[src/rtl/pid_pkg.sv]
// Shared types and constants for the class-D control-loop scheduler.
package pid_pkg;

    localparam int DATA_W = 32;

    typedef enum logic [2:0] {
        IDLE     = 3'd0,
        ADC_REQ  = 3'd1,
        ADC_WAIT = 3'd2,
        PID_REQ  = 3'd3,
        PID_WAIT = 3'd4,
        UPDATE   = 3'd5,
        FAULT    = 3'd6
    } state_t;

    localparam logic [1:0] FC_NONE   = 2'd0;
    localparam logic [1:0] FC_OC     = 2'd1;
    localparam logic [1:0] FC_ADC_TO = 2'd2;
    localparam logic [1:0] FC_PID_TO = 2'd3;

    // Negative PID results mean "no drive"; the upper bound is unsigned.
    function automatic logic [DATA_W-1:0] clamp_duty(
        input logic signed [DATA_W-1:0] val,
        input logic        [DATA_W-1:0] max_val
    );
        if (val < 0)
            return '0;
        else if (val > $signed(max_val))
            return max_val;
        else
            return $unsigned(val);
    endfunction

endpackage

[src/rtl/pid_seq_timer.sv]
// Loop period counter: counts 0..DIV-1 while enabled and flags the last count.
module pid_seq_timer #(
    parameter int DIV = 20
) (
    input  logic i_clk,
    input  logic i_rst_n,
    input  logic i_enable,
    output logic o_tick
);

    localparam int             CW   = $clog2(DIV);
    localparam logic [CW-1:0]  LAST = CW'(DIV - 1);

    logic [CW-1:0] r_count;

    always_ff @(posedge i_clk) begin
        if (!i_rst_n)
            r_count <= '0;
        else if (!i_enable || r_count == LAST)
            r_count <= '0;
        else
            r_count <= r_count + 1'b1;
    end

    assign o_tick = i_enable && (r_count == LAST);

endmodule

[src/rtl/pid_sequencer.sv]
// Control-loop scheduler: ADC request, PID compute, duty update, fault supervision.
// Optional PID_SEQ_OVERRUN_CNT_EN adds a saturating count of dropped ticks.
//
// state    | meaning
// IDLE     | waiting for the period tick
// ADC_REQ  | one-cycle conversion request
// ADC_WAIT | waiting for adc_done, bounded by ADC_TIMEOUT
// PID_REQ  | one-cycle compute request
// PID_WAIT | waiting for pid_done, bounded by PID_TIMEOUT
// UPDATE   | duty_valid strobe
// FAULT    | duty forced to 0 until fault_clr
module pid_sequencer
    import pid_pkg::*;
#(
    parameter int DIV         = 20,
    parameter int ADC_TIMEOUT = 16,
    parameter int PID_TIMEOUT = 16,
    parameter int DUTY_MAX    = 1000,
    parameter int I_LIMIT     = 2000
) (
    input  logic              clk,
    input  logic              rst_n,
    input  logic              enable,
    output logic              adc_start,
    input  logic              adc_done,
    input  logic [DATA_W-1:0] adc_v_in,
    input  logic [DATA_W-1:0] adc_a_in,
    output logic [DATA_W-1:0] adc_v,
    output logic [DATA_W-1:0] adc_a,
    output logic              pid_start,
    input  logic              pid_done,
    input  logic [DATA_W-1:0] pid_out,
    output logic [DATA_W-1:0] duty,
    output logic              duty_valid,
    output logic              busy,
    output logic              fault,
    output logic [1:0]        fault_code,
`ifdef PID_SEQ_OVERRUN_CNT_EN
    input  logic              fault_clr,
    output logic [15:0]       overrun_cnt
`else
    input  logic              fault_clr
`endif
);

    localparam int        TW        = 16;
    localparam logic [TW-1:0] ADC_LOAD = TW'(ADC_TIMEOUT - 1);
    localparam logic [TW-1:0] PID_LOAD = TW'(PID_TIMEOUT - 1);

    state_t              r_state;
    logic [TW-1:0]       r_wait;
    logic                r_adc_start;
    logic                r_pid_start;
    logic                r_duty_valid;
    logic [DATA_W-1:0]   r_adc_v;
    logic [DATA_W-1:0]   r_adc_a;
    logic [DATA_W-1:0]   r_duty;
    logic [1:0]          r_fault_code;
    logic                w_tick;
    logic                w_busy;

    pid_seq_timer #(.DIV(DIV)) u_timer (
        .i_clk    (clk),
        .i_rst_n  (rst_n),
        .i_enable (enable),
        .o_tick   (w_tick)
    );

    assign w_busy = (r_state != IDLE) && (r_state != FAULT);

    always_ff @(posedge clk) begin
        if (!rst_n) begin
            r_state      <= IDLE;
            r_wait       <= '0;
            r_adc_start  <= 1'b0;
            r_pid_start  <= 1'b0;
            r_duty_valid <= 1'b0;
            r_adc_v      <= '0;
            r_adc_a      <= '0;
            r_duty       <= '0;
            r_fault_code <= FC_NONE;
        end else begin
            r_adc_start  <= 1'b0;
            r_pid_start  <= 1'b0;
            r_duty_valid <= 1'b0;
            // Dropping enable abandons the cycle in flight; duty is left as is.
            if (!enable && w_busy) begin
                r_state <= IDLE;
            end else begin
                case (r_state)
                    IDLE: begin
                        if (w_tick) begin
                            r_state     <= ADC_REQ;
                            r_adc_start <= 1'b1;
                        end
                    end
                    ADC_REQ: begin
                        r_state <= ADC_WAIT;
                        r_wait  <= ADC_LOAD;
                    end
                    ADC_WAIT: begin
                        if (adc_done) begin
                            r_adc_v <= adc_v_in;
                            r_adc_a <= adc_a_in;
                            if ($signed(adc_a_in) > I_LIMIT) begin
                                r_state      <= FAULT;
                                r_duty       <= '0;
                                r_duty_valid <= 1'b1;
                                r_fault_code <= FC_OC;
                            end else begin
                                r_state     <= PID_REQ;
                                r_pid_start <= 1'b1;
                            end
                        end else if (r_wait == '0) begin
                            r_state      <= FAULT;
                            r_duty       <= '0;
                            r_duty_valid <= 1'b1;
                            r_fault_code <= FC_ADC_TO;
                        end else begin
                            r_wait <= r_wait - 1'b1;
                        end
                    end
                    PID_REQ: begin
                        r_state <= PID_WAIT;
                        r_wait  <= PID_LOAD;
                    end
                    PID_WAIT: begin
                        if (pid_done) begin
                            r_duty       <= clamp_duty($signed(pid_out), DATA_W'(DUTY_MAX));
                            r_duty_valid <= 1'b1;
                            r_state      <= UPDATE;
                        end else if (r_wait == '0) begin
                            r_state      <= FAULT;
                            r_duty       <= '0;
                            r_duty_valid <= 1'b1;
                            r_fault_code <= FC_PID_TO;
                        end else begin
                            r_wait <= r_wait - 1'b1;
                        end
                    end
                    UPDATE: begin
                        r_state <= IDLE;
                    end
                    FAULT: begin
                        if (fault_clr) begin
                            r_state      <= IDLE;
                            r_fault_code <= FC_NONE;
                        end
                    end
                    default: begin
                        r_state <= IDLE;
                    end
                endcase
            end
        end
    end

`ifdef PID_SEQ_OVERRUN_CNT_EN
    logic [15:0] r_overrun_cnt;

    always_ff @(posedge clk) begin
        if (!rst_n)
            r_overrun_cnt <= '0;
        else if (w_tick && w_busy && r_overrun_cnt != 16'hFFFF)
            r_overrun_cnt <= r_overrun_cnt + 1'b1;
    end

    assign overrun_cnt = r_overrun_cnt;
`endif

    assign adc_start  = r_adc_start;
    assign pid_start  = r_pid_start;
    assign duty_valid = r_duty_valid;
    assign adc_v      = r_adc_v;
    assign adc_a      = r_adc_a;
    assign duty       = r_duty;
    assign busy       = w_busy;
    assign fault      = (r_state == FAULT);
    assign fault_code = r_fault_code;

endmodule
[config.mk]
export PLATFORM = sky130hd
export DESIGN_NAME = pid_sequencer
export DESIGN_NICKNAME = d
export VERILOG_FILES = /design/src/rtl/pid_pkg.sv /design/src/rtl/pid_seq_timer.sv /design/src/rtl/pid_sequencer.sv
export SDC_FILE = /design/constraint.sdc
export NUM_CORES = 1
export LEC_CHECK = 0
export CAP_MARGIN = 5
export CORE_AREA = 2 2 98 195
export CTS_CLUSTER_SIZE = 30
export DETAILED_ROUTE_END_ITERATION = 12
export DIE_AREA = 0 0 100 197
export GPL_TIMING_DRIVEN = 0
export HOLD_SLACK_MARGIN = 0.08
export PLACE_DENSITY = 0.52
export SYNTH_ARGS = -nofsm -noshare
export SYNTH_HDL_FRONTEND = slang
export SYNTH_SLANG_ARGS = --single-unit
[constraint.sdc]
create_clock -name clk -period 3.5 [get_ports clk]
set_input_delay 0.7 -clock clk [delete_from_list [all_inputs] [get_ports clk]]
set_output_delay 0.7 -clock clk [all_outputs]
set_load 0.005 [all_outputs]
After elaboration in Yosys (flattened, before gate mapping)
Index checks and enable logic that the tools add are counted.
Word-level totals
  output and inout bits: 103
  logic and storage cells: 87
  register bits after elaboration: 125
  bits of input ports: 102
  bits in latches: 0
  ROM bits: 0
  memories kept: 0
  bits in writable memories: 0
Cells by class
  mux-type cells: 32
  add/sub/neg operators: 2
  bitwise operators: 5
  shift operators: 0
  reduce and logical (&&, ||, !) cells: 21
  equality and inequality tests: 14
  order comparisons: 3
  divide/modulo/power cells: 0
  multipliers: 0
Operator list (number)
  $mux 32: 6
  $pmux 32 s2: 1
  $mux 16: 3
  $pmux 16 s3: 1
  $gt 32x11->1 const B: 1
  $gt 32x12->1 const B: 1
  $lt 32x1->1 const B: 1
  $mux 3: 6
  $pmux 3 s6: 1
  $logic_not 16->1: 1
  $sub 16x1->16 const B: 1
  $mux 2: 6
  $ne 3x3->1 const B: 3
  $reduce_bool 3->1: 3
  $reduce_and 7->1: 1
  $eq 3x2->1 const B: 2
  $eq 3x3->1 const B: 2
  $mux 1: 6
  $ne 2x2->1 const B: 3
  $pmux 2 s3: 1
  $reduce_and 3->1: 2
  $reduce_or 2->1: 3
  $add 5x1->5 const B: 1
  $eq 5x5->1 const B: 1
  13 further kinds: 20

Longest topological paths before layout
Gate-level depths: netlist (run 1).
  depth after elaboration: 5
  depth in mapped cells: 10
  gate-level depth less buffers: 7

By module
From an unflattened synthesis (run 1), not the netlist that was laid out.
Second synthesis, totals
  cells, all modules: 571
  area, all modules: 4888.4 um^2
Modules (own cells, without submodules)
  pid_sequencer: instances 1, cells each 551, sequential area each 2402.3 um^2, area an instance 4677.0 um^2
  pid_seq_timer: instances 1, cells each 20, sequential area each 100.1 um^2, area an instance 211.5 um^2

Worst setup path before layout (run 1)
No wires, ideal clock.
  path type: in2reg
  start point: input adc_a_in[0]
  end point: register r_duty[10] (netlist: duty[10])
  cell stages on the path: 6
  data arrival time: 2066 ps
  setup time: 59 ps
  data required time: 3441 ps
  path slack: 1375 ps
  cell sequence: o41a_1 > o2111ai_1 > nand4_1 > a31oi_4 > clkbuf_1 > and2_1
On the way
  word-level cells in the longest chain between the ends: 3
RTL lines
  start, declared: RTL line pid_sequencer.sv:27  | input logic [DATA_W-1:0] adc_a_in,
  $gt 32x12->1: RTL line pid_sequencer.sv:105  | if ($signed(adc_a_in) > I_LIMIT) begin
  $ne 3x3->1 (no source line)
  $reduce_and 3->1 (no source line)
  end signal, assigned: RTL line pid_sequencer.sv:129  | r_duty <= clamp_duty($signed(pid_out), DATA_W'(DUTY_MAX));
  end, declared: RTL line pid_sequencer.sv:57  | logic [DATA_W-1:0] r_duty;
No other way between the ends.
A chain may end at the register's enable or synchronous reset.

Final worst setup path (run 1)
  start point: register r_state[2]
  end point: output fault
On the way
  word-level cells in the longest chain between the ends: 1
RTL lines
  start, declared: RTL line pid_sequencer.sv:50  | state_t r_state;
  start signal, assigned: RTL line pid_sequencer.sv:73  | r_state <= IDLE;
  start signal, assigned: RTL line pid_sequencer.sv:88  | r_state <= IDLE;
  start signal, assigned: RTL line pid_sequencer.sv:93  | r_state <= ADC_REQ;
  $eq 3x3->1: RTL line pid_sequencer.sv:178  | assign fault = (r_state == FAULT);
  end, declared: RTL line pid_sequencer.sv:36  | output logic fault,
No other way between the ends.

==> impl_metrics.csv, run 1 <==
group,metric,value,unit
clock_tree,cts_resized,0,
die,die_x,100,um
worst_hold_path,hold_class,"reg -> reg",
die,ios,205,
run_status,status,"finished, final reports clean",
cells_and_area,fillers,1810,
clock_tree,clockRootBuffer,"clkbuf_16",
synthesis,synthTopCellsByArea,"dfxtp_1 (50%), nand2_1 (11%), a21oi_1 (7.1%), and2_1 (2.9%), mux2i_1 (2.6%)",
place,hpwlAfterDp,13300,um
setup_path,cp.arrival,2.10,ns
sta,period_share,0.801,
drt,drc,0,
synthesis,synth_edf_count,0,
sta,fin_hold_ws,0.454,ns
sta,setup-violations-final,0,
synthesis,synth_top_family_by_area,"simple AND/OR/NAND/NOR gates",
drt,drt_iter0_markers,142,
grt,grt_usage,0.171,
drt,met3_wirelength,729,um
drt,via_count,4937,
synthesis,ys_seq_area_frac,0.497,
sta,fin_setup_tns,0,ns
power_and_ir_drop,fin_total_pwr,0.00424,W
clock_tree,cts_buffers,17,
drt,ant_nets,0,
power_and_ir_drop,cellLeakagePower,2.78,nW
power_and_ir_drop,peakVddDrop,0.242,mV
die,die_area,19700,um2
clock_tree,cts_tree,"built",
sta,fin_worst_skew,0.00773,ns
synthesis,ys.flop_type,"dfxtp_1",
synthesis,async_reset_ff_frac,0,
clock_tree,post_cts_buffers,0,
setup_path,crit_type,"reg -> out",
sta,relSlewSlack,0.420,
cells_and_area,drive_above_1_share,0.0680,
drt,dr.pass1.iters,4,
synthesis,synth_area_per_cell,8.55,um2
sta,fmax,357,MHz
setup_path,endpoint_kind,"output pin",
synthesis,synth_top_area_frac,0.497,
cells_and_area,area_growth,57.7,%
cells_and_area,postLayoutCoreUtil,0.436,
cells_and_area,fin_nets,915,
clock_tree,cts_buffer_depth,2,
drt,drt-met1-wl,6360,um
grt,antenna_found_initial,2,
drt,routed_via_density,4.74,
synthesis,synthTopCellsByCount,"nand2_1 (153), dfxtp_1 (125), a21oi_1 (71)",
drt,dr_wl_met2,9360,um
die,core_area,18200,um2
power_and_ir_drop,power_density,534,nW/um2
die,die_h,197,um
synthesis,yosys.area_share.adder,0.00497,
drt,avgRoutedWirePerCell,16.2,um
place,globalplace.congestion,0.853,
clock_tree,ctsHtreeMaxLevel,4,
die,initial_core_util,0.276,
synthesis,synthesis.area,5030,um2
synthesis,syn_nets,693,
setup_path,cp_max_fo,10,
grt,grt_overflow,0,
sta,tightest_slew,0.864,ns
clock_tree,path_clk_slew,0.06,ns
sta,slew_viol_final,0,
sta,period_needed,2.80,ns
synthesis,yosysMostFrequentCell,"nand2_1",
clock_tree,clkLatencyLatePin,0.41,ns
grt,grt_first_pass_wirelength,26000,um
sta,rsz0062_at_grt,"false",
grt,grt_max_degree,17,
drt,routed.top_layer,"met4",
synthesis,synth.area.mux_share,0.0259,
clock_tree,holdBufCountCts,0,
run,cap_violations,0,
synthesis,yosys.area_share.simple,0.281,
setup_path,critPathLaunchType,"flip-flop",
die,core.rowCount,70,
synthesis,syn_inst,589,
synthesis,yosysWarnings,0,
clock_tree,clock_sinks,125,
sta,hold_viol_final,0,
synthesis,synth_seq_cells,125,
synthesis,synth_xor_xnor_area_share,0.00696,
grt,grt_pass1_vias,5047,
synthesis,synth-compound-area-share,0.140,
setup_path,cp.required,2.80,ns
synthesis,synth_cell_types,58,
drt,routed_wl,16900,um
place,port_buffers,203,
synthesis,synth_top_area_cell,"dfxtp_1",
[worst max-delay path: stages, from the launching register on]
cell and delay (ns):
dfxtp_1 0.30, buf_2 0.18, clkbuf_1 0.32, nor2b_1 0.21, and2_1 0.17, clkdlybuf4s50_1 0.51
[where the power goes]
part | switching, W | total [W] | leakage, nW | internal, W
clock | 0.000651 | 0.00177 | 0.289 | 0.00112
sequential | 0.0000471 | 0.00157 | 1.01 | 0.00152
combinational | 0.000464 | 0.000911 | 1.48 | 0.000446
total | 0.00116 | 0.00424 | 2.78 | 0.00308
[metrics by stage]
step	cells	worst slack (ns)	area, um2
after floorplan	589	1.38	5030
after global placement	1008	0.440	7340
after detailed placement	1008	0.411	7340
after CTS	1040	0.673	7930
after global routing	1042	0.536	7940
final	1042	0.697	7940
[layer usage]
metal / global-route usage / up-vias
met4: 0.0766 / 0
met1: 0.172 / 2304
met5: 0 / -
li1: - / 2466
met3: 0.0401 / 26
met2: 0.325 / 141
[final timing paths]
path | startpoint | end | slack, ns | depth (start not counted)
hold / removal | adc_v[14]$_SDFFE_PN0P_ | adc_v[14]$_SDFFE_PN0P_ | 0.45 | 2
setup reg to reg | r_state[0]$_SDFFE_PP0P_ | adc_a[8]$_SDFFE_PN0P_ | 1.17 | 6
hold reg to reg | adc_v[14]$_SDFFE_PN0P_ | adc_v[14]$_SDFFE_PN0P_ | 0.45 | 2
setup / recovery | r_state[2]$_SDFFE_PP0P_ | fault | 0.70 | 5
[cell type report]
class	instances	area [um2]	share of cell area
antenna	2	5.00	0.000630
buffer	40	194	0.0244
clock buffer	17	425	0.0536
clock inverter	15	173	0.0217
inverter	7	26.3	0.00331
multi-input combinational	417	2310	0.291
sequential	125	2500	0.315
tap	216	270	0.0340
timing repair buffer	203	2030	0.256
[cell families after synthesis]
family,after synthesis
compound gates,113
xor+xnor,4
fa+ha+maj,2
buf+inv,47
flops,125
mux,13
simple gates,285
[registers in the layout, indices dropped and copies added, names as in the netlist]
| signal | count |
|---|---|
| duty_valid | 1 |
| r_state | 3 |
| pid_start | 1 |
| fault_code | 2 |
| adc_start | 1 |
| u_timer.r_count | 5 |
| r_wait | 16 |
| adc_v | 32 |
| adc_a | 32 |
| duty | 32 |
[placed cells by master, fill, tap and decap left out, drive strengths merged, types with 5 or more instances in the layout]
master,count
dfxtp,125
clkbuf,38
mux2i,13
nor3,5
inv,7
nand2b,17
o21ai,6
buf,19
clkinv,9
nor4,19
clkdlybuf4s50,203
and2,23
nor2b,5
nor2,24
nand2,153
o2bb2ai,6
nand3,5
a21oi,71
a31oi,8
Note: power is estimated with default switching activity, not from simulation.
==> run 2, diff against run 1 <==
--- a/config.mk
+++ b/config.mk
@@ -12,7 +12,7 @@
 export DIE_AREA = 0 0 100 197
 export GPL_TIMING_DRIVEN = 0
 export HOLD_SLACK_MARGIN = 0.08
-export PLACE_DENSITY = 0.52
+export PLACE_DENSITY = 0.55
 export SYNTH_ARGS = -nofsm -noshare
 export SYNTH_HDL_FRONTEND = slang
 export SYNTH_SLANG_ARGS = --single-unit
==> constraint.sdc (replaced) <==
create_clock -name clk -period 2.51 [get_ports clk]
set_input_delay 0.502 -clock clk [delete_from_list [all_inputs] [get_ports clk]]
set_output_delay 0.502 -clock clk [all_outputs]
set_load 0.005 [all_outputs]
==> impl_metrics.csv, run 2 (synthesis results as in run 1) <==
group,metric,value,unit
run_status,status,"finished, final reports clean",
setup_path,crit_start,"r_state[2]$_SDFFE_PP0P_",
cells_and_area,final_common_cell,"clkdlybuf4s50_1",
setup_path,cp_num_buf_inv,3,
clock_tree,ctsHtreeMaxLevel,4,
setup_path,critPathLaunchType,"flip-flop",
die,initial_core_util,0.276,
grt,grt_overflow,0,
setup_path,critPathTopFamily,"buffers and inverters",
sta,fin_worst_skew,0.00947,ns
setup_path,rr_worst_depth,7,
power_and_ir_drop,peakVddDrop,0.383,mV
drt,ant_nets,0,
sta,fin_setup_tns,0,ns
clock_tree,cts_tree,"built",
drt,dr.pass1.iters,4,
place,port_buffers,203,
setup_path,crit_chain,"clkbuf_4 > nor2b_1 > nor3_2 > inv_1 > clkdlybuf4s50_1",
power_and_ir_drop,cellLeakagePower,2.79,nW
setup_path,r2r_setup_slack,0.27,ns
worst_hold_path,whs_path_depth,2,
setup_path,cp_slowest_cell,"clkdlybuf4s50_1",
grt,grt_first_pass_wirelength,25600,um
cells_and_area,drive_above_1_share,0.0776,
die,die_h,197,um
grt,grt_pass1_vias,4788,
cells_and_area,multi_input_area,2330,um2
drt,drc,0,
place,globalplace.congestion,0.801,
place,dp_cells,1008,
die,die_area,19700,um2
cells_and_area,area_growth,58.7,%
drt,routed_wl,16300,um
sta,fmax,420,MHz
setup_path,endpoint_kind,"output pin",
clock_tree,clockRootBuffer,"clkbuf_16",
power_and_ir_drop,power_density,754,nW/um2
clock_tree,cts_buffer_depth,2,
power_and_ir_drop,fin_total_pwr,0.00602,W
sta,tightest_slew,0.756,ns
die,die_x,100,um
die,core_area,18200,um2
clock_tree,holdBufCountCts,0,
setup_path,crit_type,"reg -> out",
sta,setup-violations-final,0,
worst_hold_path,min_from,"rst_n",
grt,antenna_found_initial,0,
sta,relSlewSlack,0.491,
clock_tree,cts_buffers,17,
setup_path,cp.arrival,1.88,ns
setup_path,endpoint,"busy",
cells_and_area,fin_nets,916,
grt,grt_max_degree,17,
drt,drt_iter0_markers,139,
setup_path,max_stage_delay,0.46,ns
cells_and_area,diodes,0,
clock_tree,clkLatencyLatePin,0.42,ns
drt,routed_via_density,4.58,
setup_path,cp.required,2.01,ns
sta,period_needed,2.38,ns
setup_path,r2r-end,"duty[4]$_SDFFE_PN0P_",
run,cap_violations,0,
clock_tree,clock_sinks,125,
drt,via_count,4764,
sta,rsz0062_at_grt,"false",
drt,avgRoutedWirePerCell,15.7,um
die,ios,205,
die,core.rowCount,70,
worst_hold_path,hold_class,"in -> reg",
cells_and_area,final_cell_mix,"clkdlybuf4s50_1 (203), nand2_1 (153), dfxtp_1 (125), a21oi_1 (70), nor2_1 (24)",
setup_path,crit_cells,5,
grt,grt_usage,0.170,
sta,period_share,0.949,
sta,fin_hold_ws,0.428,ns
sta,slew_viol_final,0,
cells_and_area,final_cells,1041,
cells_and_area,fillers,1827,
clock_tree,path_clk_slew,0.06,ns
setup_path,r2r_start,"r_wait[9]$_SDFFE_PN0P_",
sta,hold_viol_final,0,
cells_and_area,register_area,2500,um2
place,hpwlAfterDp,12700,um
setup_path,cp_max_fo,9,
-- run 2: cell types whose count changed in the layout (fill, tap and decap cells not counted), sizes merged --
cell,previous run,this run
buf,19,20
clkinvlp,3,5
clkbuf,38,40
inv,7,8
clkinv,9,4
diode,2,0
-- run 2: per-layer routing --
metal	track usage	routed length [um]	part of all wire	up-vias
met1	0.173	6010	0.37	2166
li1	-	-	-	2471
met2	0.327	9290	0.57	109
met4	0.0644	327	0.020	0
met3	0.0376	674	0.041	18
met5	0	0	0	-
-- run 2: what timing repair did --
| item | in CTS | in global routing |
|---|---|---|
| resized for setup | 4 | 8 |
| buffers inserted | 0 | 1 |
| endpoints found under the setup margin | 2 | 58 |
| cloned | 0 | 0 |
| pin swaps | 0 | 1 |
-- run 2: per-stage QoR --
stage	setup WS, ns	utilization	instance area (um2)
floorplan	0.583	-	5030
global placement	-0.310	0.403	7340
detailed placement	-0.321	0.403	7340
CTS	0.0156	0.437	7960
global route	0.00537	0.438	7990
finish	0.128	0.438	7990
-- run 2: worst min path at each step --
| stage | end | slack, ns |
|---|---|---|
| 2_1_floorplan | u_timer.r_count[0]$_SDFF_PP0_ | 0.42 |
| 5_1_grt | r_wait[0]$_SDFFE_PN0P_ | 0.43 |
| 3_5_place_dp | duty[28]$_SDFFE_PN0P_ | 0.44 |
| 6_report | r_wait[0]$_SDFFE_PN0P_ | 0.43 |
| 3_3_place_gp | u_timer.r_count[0]$_SDFF_PP0_ | 0.44 |
| 4_1_cts | r_wait[0]$_SDFFE_PN0P_ | 0.42 |
-- run 2: report_power, final --
group	switching (W)	total (W)	internal, W
Sequential	0.0000635	0.00218	0.00212
Combinational	0.000659	0.00131	0.000651
Clock	0.000915	0.00253	0.00162
-- run 2: final cells by class --
cell class              instances  area share
clock inverters                13      0.0205
flip-flops and latches        125       0.313
multi-input cells             417       0.291
clock buffers                  19      0.0567
well taps                     216      0.0338
inverters                       7     0.00329
repair buffers                204       0.255
plain buffers                  40      0.0258
